### config.mk
export PLATFORM = sky130hd
export DESIGN_NAME = shared_bus_access_ctrl
export DESIGN_NICKNAME = d
export VERILOG_FILES = /design/src/rtl/shared_bus_access_ctrl_pkg.sv /design/src/rtl/bus_req_mux.sv /design/src/rtl/shared_bus_access_ctrl.sv
export SDC_FILE = /design/constraint.sdc
export NUM_CORES = 1
export LEC_CHECK = 0
export CORE_MARGIN = 8
export CORE_UTILIZATION = 25
export DETAILED_ROUTE_END_ITERATION = 6
export GPL_ROUTABILITY_DRIVEN = 0
export MAX_ROUTING_LAYER = met4
export PLACE_DENSITY = 0.57
export SKIP_CTS_REPAIR_TIMING = 1
export SYNTH_ARGS = -nofsm -noshare
export SYNTH_HDL_FRONTEND = slang
export SYNTH_SLANG_ARGS = --single-unit
### constraint.sdc
create_clock -name clk -period 2.95 [get_ports clk]
set_input_delay 0.59 -clock clk [delete_from_list [all_inputs] [get_ports clk]]
set_output_delay 0.59 -clock clk [all_outputs]
set_load 0.01 [all_outputs]
### src/rtl/shared_bus_access_ctrl_pkg.sv
// Shared constants, state encoding and grant-decode helpers for the shared bus
// access controller.
package shared_bus_access_ctrl_pkg;

    localparam int NUM_REQ = 4;
    localparam int IDX_W   = 2;
    localparam int DEF_AW  = 16;
    localparam int DEF_DW  = 32;
    localparam int DEF_LW  = 4;

    typedef enum logic [1:0] {
        IDLE   = 2'd0,
        ACCESS = 2'd1,
        DONE   = 2'd2
    } state_e;

    function automatic logic is_onehot(input logic [NUM_REQ-1:0] v);
        return (v != '0) && ((v & (v - 1'b1)) == '0);
    endfunction

    // Only meaningful for a one-hot input; the caller qualifies with is_onehot.
    function automatic logic [IDX_W-1:0] onehot_idx(input logic [NUM_REQ-1:0] v);
        logic [IDX_W-1:0] r;
        r = '0;
        for (int i = 0; i < NUM_REQ; i++)
            if (v[i]) r = IDX_W'(i);
        return r;
    endfunction

endpackage

### src/rtl/bus_req_mux.sv
// Combinational 4:1 selection of one requester's burst fields by index.
module bus_req_mux
    import shared_bus_access_ctrl_pkg::*;
#(
    parameter int AW = DEF_AW,
    parameter int DW = DEF_DW,
    parameter int LW = DEF_LW
) (
    input  logic [IDX_W-1:0]      sel,
    input  logic [NUM_REQ*AW-1:0] req_addr_flat,
    input  logic [NUM_REQ-1:0]    req_wr_vector,
    input  logic [NUM_REQ*LW-1:0] req_len_flat,
    input  logic [NUM_REQ*DW-1:0] req_wdata_flat,
    output logic [AW-1:0]         addr,
    output logic                  wr,
    output logic [LW-1:0]         len,
    output logic [DW-1:0]         wdata
);

    always_comb begin
        addr  = req_addr_flat[int'(sel)*AW +: AW];
        wr    = req_wr_vector[sel];
        len   = req_len_flat[int'(sel)*LW +: LW];
        wdata = req_wdata_flat[int'(sel)*DW +: DW];
    end

endmodule

### src/rtl/shared_bus_access_ctrl.sv
// Runs the granted requester's burst on the shared memory bus and returns a
// one-cycle end-of-access pulse to close the arbiter loop.
module shared_bus_access_ctrl
    import shared_bus_access_ctrl_pkg::*;
#(
    parameter int AW = DEF_AW,
    parameter int DW = DEF_DW,
    parameter int LW = DEF_LW
) (
    input  logic                  clk,
    input  logic                  rstb,
    input  logic [NUM_REQ-1:0]    gnt_vector,
    input  logic [NUM_REQ*AW-1:0] req_addr_flat,
    input  logic [NUM_REQ-1:0]    req_wr_vector,
    input  logic [NUM_REQ*LW-1:0] req_len_flat,
    input  logic [NUM_REQ*DW-1:0] req_wdata_flat,
    output logic [NUM_REQ-1:0]    end_access_vector,
    output logic [NUM_REQ-1:0]    wdata_ack_vector,
    output logic [NUM_REQ-1:0]    rvalid_vector,
    output logic [DW-1:0]         rdata,
    output logic                  bus_valid,
    output logic                  bus_wr,
    output logic [AW-1:0]         bus_addr,
    output logic [DW-1:0]         bus_wdata,
    input  logic                  bus_ready,
    input  logic [DW-1:0]         bus_rdata,
    output logic                  busy,
    output logic                  gnt_err
);

    state_e               state_q, state_d;
    logic [IDX_W-1:0]     idx_q, idx_d;
    logic [LW-1:0]        len_q, len_d;
    logic [LW-1:0]        beat_cnt_q, beat_cnt_d;
    logic                 bus_valid_q, bus_valid_d;
    logic                 bus_wr_q, bus_wr_d;
    logic [AW-1:0]        bus_addr_q, bus_addr_d;
    logic [NUM_REQ-1:0]   end_access_q, end_access_d;
    logic [NUM_REQ-1:0]   rvalid_q, rvalid_d;
    logic [DW-1:0]        rdata_q, rdata_d;
    logic                 gnt_err_q, gnt_err_d;
    logic                 busy_q, busy_d;

    logic [IDX_W-1:0]     mux_sel;
    logic [AW-1:0]        mux_addr;
    logic                 mux_wr;
    logic [LW-1:0]        mux_len;
    logic [DW-1:0]        mux_wdata;
    logic                 beat_acc;
    logic [NUM_REQ-1:0]   idx_vec;

    // While idle the mux looks at the incoming grant so the start fields can be
    // latched; afterwards it follows the latched index for the write data.
    assign mux_sel = (state_q == IDLE) ? onehot_idx(gnt_vector) : idx_q;

    bus_req_mux #(.AW(AW), .DW(DW), .LW(LW)) u_mux (
        .sel            (mux_sel),
        .req_addr_flat  (req_addr_flat),
        .req_wr_vector  (req_wr_vector),
        .req_len_flat   (req_len_flat),
        .req_wdata_flat (req_wdata_flat),
        .addr           (mux_addr),
        .wr             (mux_wr),
        .len            (mux_len),
        .wdata          (mux_wdata)
    );

    assign beat_acc = bus_valid_q & bus_ready;
    assign idx_vec  = NUM_REQ'(1) << idx_q;

    always_comb begin
        state_d      = state_q;
        idx_d        = idx_q;
        len_d        = len_q;
        beat_cnt_d   = beat_cnt_q;
        bus_valid_d  = bus_valid_q;
        bus_wr_d     = bus_wr_q;
        bus_addr_d   = bus_addr_q;
        end_access_d = '0;
        rvalid_d     = '0;
        rdata_d      = rdata_q;
        gnt_err_d    = 1'b0;
        case (state_q)
            IDLE: begin
                if (is_onehot(gnt_vector)) begin
                    idx_d       = mux_sel;
                    len_d       = mux_len;
                    bus_wr_d    = mux_wr;
                    bus_addr_d  = mux_addr;
                    beat_cnt_d  = '0;
                    bus_valid_d = 1'b1;
                    state_d     = ACCESS;
                end else if (gnt_vector != '0) begin
                    gnt_err_d = 1'b1;
                end
            end
            ACCESS: begin
                if (beat_acc) begin
                    if (!bus_wr_q) begin
                        rvalid_d = idx_vec;
                        rdata_d  = bus_rdata;
                    end
                    if (beat_cnt_q == len_q) begin
                        bus_valid_d  = 1'b0;
                        bus_wr_d     = 1'b0;
                        bus_addr_d   = '0;
                        end_access_d = idx_vec;
                        state_d      = DONE;
                    end else begin
                        beat_cnt_d = beat_cnt_q + LW'(1);
                        bus_addr_d = bus_addr_q + AW'(1);
                    end
                end
            end
            DONE:    state_d = IDLE;
            default: state_d = IDLE;
        endcase
        busy_d = (state_d != IDLE);
    end

    always_ff @(posedge clk or negedge rstb) begin
        if (!rstb) begin
            state_q      <= IDLE;
            idx_q        <= '0;
            len_q        <= '0;
            beat_cnt_q   <= '0;
            bus_valid_q  <= 1'b0;
            bus_wr_q     <= 1'b0;
            bus_addr_q   <= '0;
            end_access_q <= '0;
            rvalid_q     <= '0;
            rdata_q      <= '0;
            gnt_err_q    <= 1'b0;
            busy_q       <= 1'b0;
        end else begin
            state_q      <= state_d;
            idx_q        <= idx_d;
            len_q        <= len_d;
            beat_cnt_q   <= beat_cnt_d;
            bus_valid_q  <= bus_valid_d;
            bus_wr_q     <= bus_wr_d;
            bus_addr_q   <= bus_addr_d;
            end_access_q <= end_access_d;
            rvalid_q     <= rvalid_d;
            rdata_q      <= rdata_d;
            gnt_err_q    <= gnt_err_d;
            busy_q       <= busy_d;
        end
    end

    assign end_access_vector = end_access_q;
    assign rvalid_vector     = rvalid_q;
    assign rdata             = rdata_q;
    assign bus_valid         = bus_valid_q;
    assign bus_wr            = bus_wr_q;
    assign bus_addr          = bus_addr_q;
    assign busy              = busy_q;
    assign gnt_err           = gnt_err_q;
    // Write data only reaches the bus while a beat is actually offered.
    assign bus_wdata         = bus_valid_q ? mux_wdata : '0;
    assign wdata_ack_vector  = (beat_acc && bus_wr_q) ? idx_vec : '0;

endmodule
== After elaboration in Yosys (flattened, before gate mapping) ==
Index checks and enable logic that the tools add are counted.

* Muxes and demuxes: 35
* $add $sub $neg: 3
* Reductions and logical operators: 12
* Shift-type cells: 4
* Bitwise logic cells: 3
* Equal/unequal tests: 6
* Magnitude comparators: 1

{| class="wikitable"
|+ Operators with widths
! cell !! count
|-
| $shiftx A128 B8 Y32 || 1
|-
| $shiftx A64 B7 Y16 || 1
|-
| $mux W16 || 3
|-
| $mux W4 || 10
|-
| $mux W32 || 1
|-
| $pmux W16 S2 || 1
|-
| $add A16 B1 Y16 const B || 1
|-
| $shiftx A16 B5 Y4 || 1
|-
| $mux W2 || 6
|-
| $mux W1 || 9
|-
| $pmux W4 S2 || 1
|-
| $reduce_and A4 Y1 || 2
|-
| $ne A2 B2 Y1 const B || 3
|-
| $reduce_and A3 Y1 || 2
|-
| $add A4 B1 Y4 const B || 1
|-
| $and A4 B4 Y4 || 1
|-
| $eq A4 B4 Y1 || 1
|-
| $logic_not A4 Y1 || 1
|-
| $pmux W1 S2 || 2
|-
| $pmux W2 S2 || 1
|-
| $reduce_bool A2 Y1 || 2
|-
| $reduce_bool A4 Y1 || 1
|-
| $shl A1 B2 Y4 const A || 1
|-
| $sub A4 B1 Y4 const B || 1
|-
| other kinds (9) || 10
|}

* Bits of input ports: 251
* Word-level logic and storage cells: 76
* Output and inout port bits: 96
* Register bits: 72

== Longest topological paths before layout ==
Gate-level depths: netlist of the first run.

* Word-level depth: 8
* Gate-level depth with buffers: 8
* Gate-level depth less buffers: 6

== Hierarchy ==
Synthesis of the first run repeated with hierarchy kept, for this count alone.

* Cells, all modules: 393
* Area total of the unflattened synthesis: 4814.6 um^2

{| class="wikitable"
|+ Modules (own cells, without submodules)
! module !! times used !! seq. area each (um^2) !! cells an instance !! area an instance (um^2)
|-
| shared_bus_access_ctrl || 1 || 1801.7 || 328 || 3469.6
|-
| bus_req_mux || 1 || 0.0 || 65 || 1345.0
|}

== Worst setup path after synthesis of the first run ==
Ideal clock, no wire load.

* Kind: input-to-output
* From: input gnt_vector[1]
* To: output bus_wdata[0]
* Path slack: 0.101 ns
* Required time: 2.360 ns
* Path buffers: 2
* Arrival: 2.259 ns
* Cell stages on the path: 6
* Cells stage by stage: clkbuf_2 nor2b_1 o31ai_4 buf_8 mux4_1 and2_1

* Cells in the longest elaborated chain, start to end: 6

{| class="wikitable"
|+ RTL lines
! item !! RTL line !! text
|-
| from (decl) || shared_bus_access_ctrl.sv:12 || <nowiki>input logic [NUM_REQ-1:0] gnt_vector,</nowiki>
|-
| $mux W1 || shared_bus_access_ctrl_pkg.sv:26 || <nowiki>if (v[i]) r = IDX_W'(i);</nowiki>
|-
| $mux W2 (2 in series) || shared_bus_access_ctrl_pkg.sv:26 ||
|-
| $mux W2 || shared_bus_access_ctrl.sv:54 || <nowiki>assign mux_sel = (state_q == IDLE) ? onehot_idx(gnt_vector) : idx_q;</nowiki>
|-
| $shiftx A128 B8 Y32 || bus_req_mux.sv:24 || <nowiki>wdata = req_wdata_flat[int'(sel)*DW +: DW];</nowiki>
|-
| $mux W32 || shared_bus_access_ctrl.sv:160 || <nowiki>assign bus_wdata = bus_valid_q ? mux_wdata : '0;</nowiki>
|-
| to (decl) || shared_bus_access_ctrl.sv:24 || <nowiki>output logic [DW-1:0] bus_wdata,</nowiki>
|}

No other way between the ends.

== Final worst setup path of the first run ==
* From: register state_q[0]
* To: output bus_wdata[2]

* Cells in the longest elaborated chain, start to end: 4

{| class="wikitable"
|+ RTL lines
! item !! RTL line !! text
|-
| from (decl) || shared_bus_access_ctrl.sv:31 || <nowiki>state_e state_q, state_d;</nowiki>
|-
| from (signal assigned) || shared_bus_access_ctrl.sv:136 || <nowiki>state_q <= state_d;</nowiki>
|-
| $logic_not A2 Y1 || shared_bus_access_ctrl.sv:54 ||
|-
| $mux W2 || shared_bus_access_ctrl.sv:54 ||
|-
| $shiftx A128 B8 Y32 || bus_req_mux.sv:24 ||
|-
| $mux W32 || shared_bus_access_ctrl.sv:160 ||
|}

No other way between the ends.

==> results.ini, run 1 <==
[clock_tree]
root_buffer=clkbuf_16
clk_latency_ns=0.34
clkTransAtPathRegs_ns=0.06
clock_sinks=72
htree_num_levels=3
cts.path.max_buffers=2
cts_buffers=9
cts_tree=built

[routing]
vias_per_cell=4.73
initialDrtViolationCount=323
vias=5481
wl_per_cell_um=21.0
wl_um=24400
ant_nets=0
drcViolationCount=0
first_pass_iters=4

[yosys]
yosysUniqueCellTypes=62
synth-edff-count=0
syn_area_um2=5080
netlist_instances=511
ys_seq_elements=72
synth_flop_cell=dfrtp_1
seq_area_frac_synth_pct=35.5
async_flop_share_pct=100
synth_nets=764
avgSynthCellArea_um2=9.93
ys_warn_count=0

[placement]
pre_cts_ws_ns=-0.671
numPortBuffers=346
placed_cells=1122
hpwlAfterDp_um=19400

[timing]
clock_skew_ns=0.00493
fin_tns_setup_ns=-2.58
setup_viol=31
rsz0062_at_grt=yes
period_share_pct=105
timing.final.ws_setup_ns=-0.142
fmax_mhz=323
period_minus_slack_ns=3.09
maxSlewHeadroom_pct=22.3
hold_viol_final=0
slew_violations=0
worst_slew_pin_slew_ns=1.16

[layout]
area_growth_pct=87.2
final.fill_count=1882
nets=1135
fin_cells=1158
drive_above_1_share_pct=15.4

[global_route]
overflow=0
antenna_found_initial=2
grt_pass1_wl_um=35400
grt_pass1_vias=5708
grtUsageTotal_pct=19.3
grt_max_degree=73

[run_status]
outcome=finished with violations
violations=negative setup slack

[die]
start_util_pct=25.2
top_level_ports=347
dieWidth_um=158
fp.dieH_um=158
core_um2=20100
die_area_um2=25100
num_rows=52

[critical_path]
cp-end-kind=output pin
cp_data_required_time_ns=2.36
critPathMaxFanout=9
cp-start-kind=register
r2r_slack_ns=0.12
cp.arrival_ns=2.50
path_class=register to output pin
regToRegStartpoint=state_q[0]
worstRegToRegCells=9
rr_endpoint=bus_wr

[pwr]
peakVddDrop_uv=385
leakage_nw=4.12
powerDensity_nw_per_um2=966

[hold_path]
hold_path.class=primary input to asynchronous set/reset pin

[flow_run]
maxCapViolations=0

-- registers in the layout, indices dropped and copies added, names as in the netlist, 2 cells and up --
register,flops
state_q,2
rdata,32
rvalid_vector,4
end_access_vector,4
idx_q,2
bus_addr,16
len_q,4
beat_cnt_q,4
-- power breakdown --
group / leakage [nW] / internal [mW] / switching [mW]
logic: 3.04 / 3.41 / 2.77
clock network: 0.162 / 0.823 / 0.424
registers: 0.911 / 1.40 / 0.353
total: 4.12 / 5.63 / 3.55
-- kinds of logic (layout without fill, tap and decap cells) --
kind of cell	Yosys count	count (layout)	share of synthesized area [%]
buffers and inverters	41	416	5.40
DFF	72	72	35.5
and+or+nand+nor	237	238	22.0
adders and majority gates	3	3	0.690
other	0	1	0
muxes	63	63	22.0
AOI/OAI and AO/OA	88	88	13.2
xor gates and xnor gates	7	7	1.21
-- cell usage after synthesis, drive strengths merged, types with 6 or more instances --
cell	number	area, um2
a211oi	12	90.1
a22oi	6	45.0
and2	41	257
buf	19	190
clkbuf	18	68.8
dfrtp	72	1800
mux2	9	101
mux2i	18	180
mux4	36	837
nand2	118	443
nand3	9	45.0
nand4	6	37.5
nor2	26	97.6
nor3	10	50.1
o21ai	18	90.1
o22ai	7	43.8
-- worst max-delay path by stage --
stage	to	depth (start not counted)	start	slack [ns]
2_1_floorplan	bus_wdata[0]	6	gnt_vector[1]	0.10
3_3_place_gp	bus_wdata[11]	7	gnt_vector[2]	-0.68
3_5_place_dp	bus_wdata[31]	7	gnt_vector[2]	-0.67
4_1_cts	bus_wdata[11]	7	gnt_vector[2]	-0.70
5_1_grt	bus_wdata[2]	8	state_q[0]	-0.24
6_report	bus_wdata[2]	8	state_q[0]	-0.14
-- cell type report --
cell class                 count  area (um2)  share of cell area [%]
sequential                    72        1800                    19.0
tap                          270         338                    3.55
timing repair buffer         396        3960                    41.7
multi-input combinational    399        3050                    32.0
clock inverter                 6         108                    1.13
inverter                       4        15.0                   0.158
antenna                        1        2.50                  0.0263
clock buffer                  10         229                    2.41
-- critical path: stages (launching register included) --
cell and delay, ns:
dfrtp_1 0.40, or2_4 0.28, o31ai_4 0.20, buf_4 0.17, buf_12 0.13, buf_8 0.15
mux4_2 0.49, and2_1 0.17, dlymetal6s2s_1 0.17
-- placed cells by master (no fill, tap or decap), types with 5 or more instances in the layout --
master           Yosys  final
o22ai_1              7      7
o21ai_1             12     12
nand2b_1             5      5
buf_12               1      5
mux2i_1             18     18
nor3_1              10     10
o21ai_0              6      6
dlymetal6s2s_1       0     17
and2_1              41     34
and2_4               0      7
dfrtp_1             72     72
nand2_1            118    118
buf_4                3     38
clkbuf_2             1     12
a22oi_1              6      6
nand3_1              9      9
xor2_1               5      5
mux2_1               6      6
nand4_1              6      6
buf_6               10     10
nor2_1              26     25
a211oi_1            12     12
clkdlybuf4s50_1      0    310
mux4_1               7      7
mux4_2              29     29
clkbuf_16            0     12
-- through the flow --
step	hold slack [ns]	util [%]	power [mW]	instance area, um2
2_1_floorplan	0.294	-	5.00	5080
3_3_place_gp	0.457	44.3	7.58	8910
6_report	0.388	47.3	9.18	9500
4_1_cts	0.440	46.0	8.92	9250
5_1_grt	0.470	47.3	9.79	9500
3_5_place_dp	0.461	44.3	7.62	8910
-- layer usage --
metal  vias to the layer above  global-route usage (%)  wire, um
li1                       2613                       -         -
met1                      2658                    24.2     10700
met2                       186                    32.1     12000
met3                        24                    3.85      1280
met4                         0                    3.41       316
met5                         -                       -         0
No activity file was read; power rests on OpenSTA's default activity.
==> inputs of run 2 (changes only) <==
CORE_UTILIZATION = 36   (was 25)
PLACE_DENSITY = 0.79   (was 0.57)
==> run 2 against run 1 <==
The flow still finishes with violations (negative setup slack). Hold slack got worse by 0.018 ns. Maximum frequency up 4.2%. Flip-flop and latch count unchanged. Clock skew up 0.0015 ns. Final area shrank 2.9%. Via count increased by 3.4%. Clock power is 4% lower.
==> results.ini, run 2 (synthesis results as in run 1) <==
[placement]
hpwlAfterDp_um=19200  ; -1.1%
placed_cell_area_um2=8770  ; -1.6%
numPortBuffers=346  ; unchanged

[die]
top_level_ports=347  ; unchanged
fp.dieH_um=135  ; -15%
num_rows=43  ; -17%
dieWidth_um=135  ; -15%
core_um2=13800  ; -31%
start_util_pct=36.7  ; +11 points
die_area_um2=18200  ; -28%

[critical_path]
path_class=register to output pin
cp.arrival_ns=2.38  ; -0.12 ns
critPathMaxFanout=6  ; -3
crit_slowest_cell=or4_4
critical_path.max_stage_delay_ns=0.53  ; +0.04 ns
cp_data_required_time_ns=2.36  ; about the same
cp-end-kind=output pin
cp-start-kind=register
cp_cell_sequence=buf_4, or4_4, and2_4, clkbuf_16, mux4_2, and2_4, buf_4

[clock_tree]
cts_buffers=9  ; unchanged
clk_latency_ns=0.33  ; about the same
cts.path.max_buffers=2  ; unchanged
htree_num_levels=3  ; unchanged
clkTransAtPathRegs_ns=0.06  ; about the same
cts_tree=built
clock_sinks=72  ; unchanged
root_buffer=clkbuf_16

[pwr]
power_mw=9.05  ; -1.4%
leakage_nw=3.92  ; -4.7%
seqPwrFrac_pct=19.4  ; +0.3 points
peakVddDrop_uv=457  ; +19%
netSwitchingFraction_pct=39.7  ; +1.1 points
p_int_mw=5.46  ; -3.1%
power.share.clock_pct=13.2  ; -0.4 points
p_comb_share_pct=67.3  ; about the same
powerDensity_nw_per_um2=981  ; +1.6%
switchingPower_mw=3.59  ; +1.3%

[timing]
fmax_mhz=337  ; +4.2%
slew_violations=0  ; unchanged
maxSlewHeadroom_pct=22.7  ; +0.40 points
rsz0062_at_grt=yes
fin_tns_setup_ns=-0.0253  ; +2.55 ns
hold_viol_final=0  ; unchanged
period_minus_slack_ns=2.97  ; -0.125 ns
timing.final.ws_setup_ns=-0.0173  ; +0.125 ns
hold_ws_ns=0.370  ; -0.0183 ns
period_share_pct=101  ; -4.2 points
worst_slew_pin_slew_ns=1.16  ; -0.00594 ns
setup_viol=4  ; -87%
clock_skew_ns=0.00639  ; +0.00146 ns

[routing]
ant_nets=0  ; unchanged
first_pass_iters=5  ; +1
drcViolationCount=0  ; unchanged
vias=5665  ; +3.4%
wl_per_cell_um=22.6  ; +7.3%
initialDrtViolationCount=391  ; +21%
vias_per_cell=5.36  ; +13%
wl_um=23800  ; -2.1%

[global_route]
grt_pass1_wl_um=34900  ; -1.4%
grt_pass1_vias=5948  ; +4.2%
overflow=0  ; unchanged
grtUsageTotal_pct=25.6  ; +6.3 points
grt_max_degree=73  ; unchanged
antenna_found_initial=1  ; -1

[layout]
drive_above_1_share_pct=16.8  ; +1.4 points
largest_reg_flops=32  ; unchanged
final_common_cell=clkdlybuf4s50_1
multi_input_area_um2=3030  ; -0.58%
final_area_um2=9220  ; -2.9%
final_cell_mix=310 x clkdlybuf4s50_1, 118 x nand2_1, 72 x dfrtp_1, 33 x mux4_2, 29 x and2_1
fin_util_pct=66.7  ; +19 points
area_growth_pct=81.7
regArea_um2=1800  ; unchanged
nets=1123  ; -1.1%
final.fill_count=1085  ; -42%

[hold_path]
hold_path.class=primary input to asynchronous set/reset pin

[run_status]
violations=negative setup slack
outcome=finished with violations

[flow_run]
maxCapViolations=0  ; unchanged

## run 2: changes by cell type in the layout (fill, tap and decap cells not counted), moves of 5 or more
cell	before	now
and2_4	7	12
dlymetal6s2s_1	17	3
and2_1	34	29
buf_4	38	26
clkbuf_2	12	23
## run 2: critical path: cells and delay by family (launching register included)
kind	cells	cell delay [ns]
muxes	1	0.29
and+or+nand+nor	3	0.91
DFF	1	0.38
buffers and inverters	3	0.47
## run 2: path summary, 6_finish.rpt
kind / end / from / cells after the start / slack (ns)
worst max register to register: bus_wr / state_q[0] / 8 / 0.29
worst min register to register: rdata[31] / rdata[31] / 2 / 0.48
worst max-delay path: bus_wdata[29] / state_q[0] / 7 / -0.02
min in group clk: rdata[31] / rdata[31] / 2 / 0.48
max in group asynchronous: beat_cnt_q[1] / rstb / 1 / 1.94
worst min-delay path: rdata[6] / rstb / 1 / 0.37
## run 2: power by group through the flow
stage / Sequential [mW] / Clock, mW / Combinational (mW)
6_report: 1.76 / 1.20 / 6.09
5_1_grt: 1.81 / 1.27 / 6.53
4_1_cts: 1.75 / 1.22 / 5.82
3_5_place_dp: 1.77 / 0 / 5.78
3_3_place_gp: 1.74 / 0 / 5.67
2_1_floorplan: 1.86 / 0 / 3.14
## run 2: per-layer routing
| metal | track usage, % | vias to the layer above | share of wire (%) |
|---|---|---|---|
| met4 | 6.99 | 0 | 2.5 |
| met3 | 7.21 | 42 | 8.9 |
| met5 | - | - | 0 |
| met1 | 30.6 | 2760 | 39 |
| li1 | - | 2584 | - |
| met2 | 41.5 | 279 | 50 |
## run 2: area by class of cell
type / instances / area share [%]
Antenna cell: 1 / 0.0271
Clock buffer: 9 / 2.44
Clock inverter: 7 / 1.11
Inverter: 4 / 0.163
Multi-Input combinational cell: 398 / 32.8
Sequential cell: 72 / 19.5
Tap cell: 180 / 2.44
Timing Repair Buffer: 385 / 41.5
## run 2: stage by stage
stage,setup slack [ns],std cells
6_report,-0.0173,1056
4_1_cts,-0.687,1043
3_3_place_gp,-0.628,1027
3_5_place_dp,-0.662,1027
5_1_grt,-0.0660,1056
2_1_floorplan,0.101,511
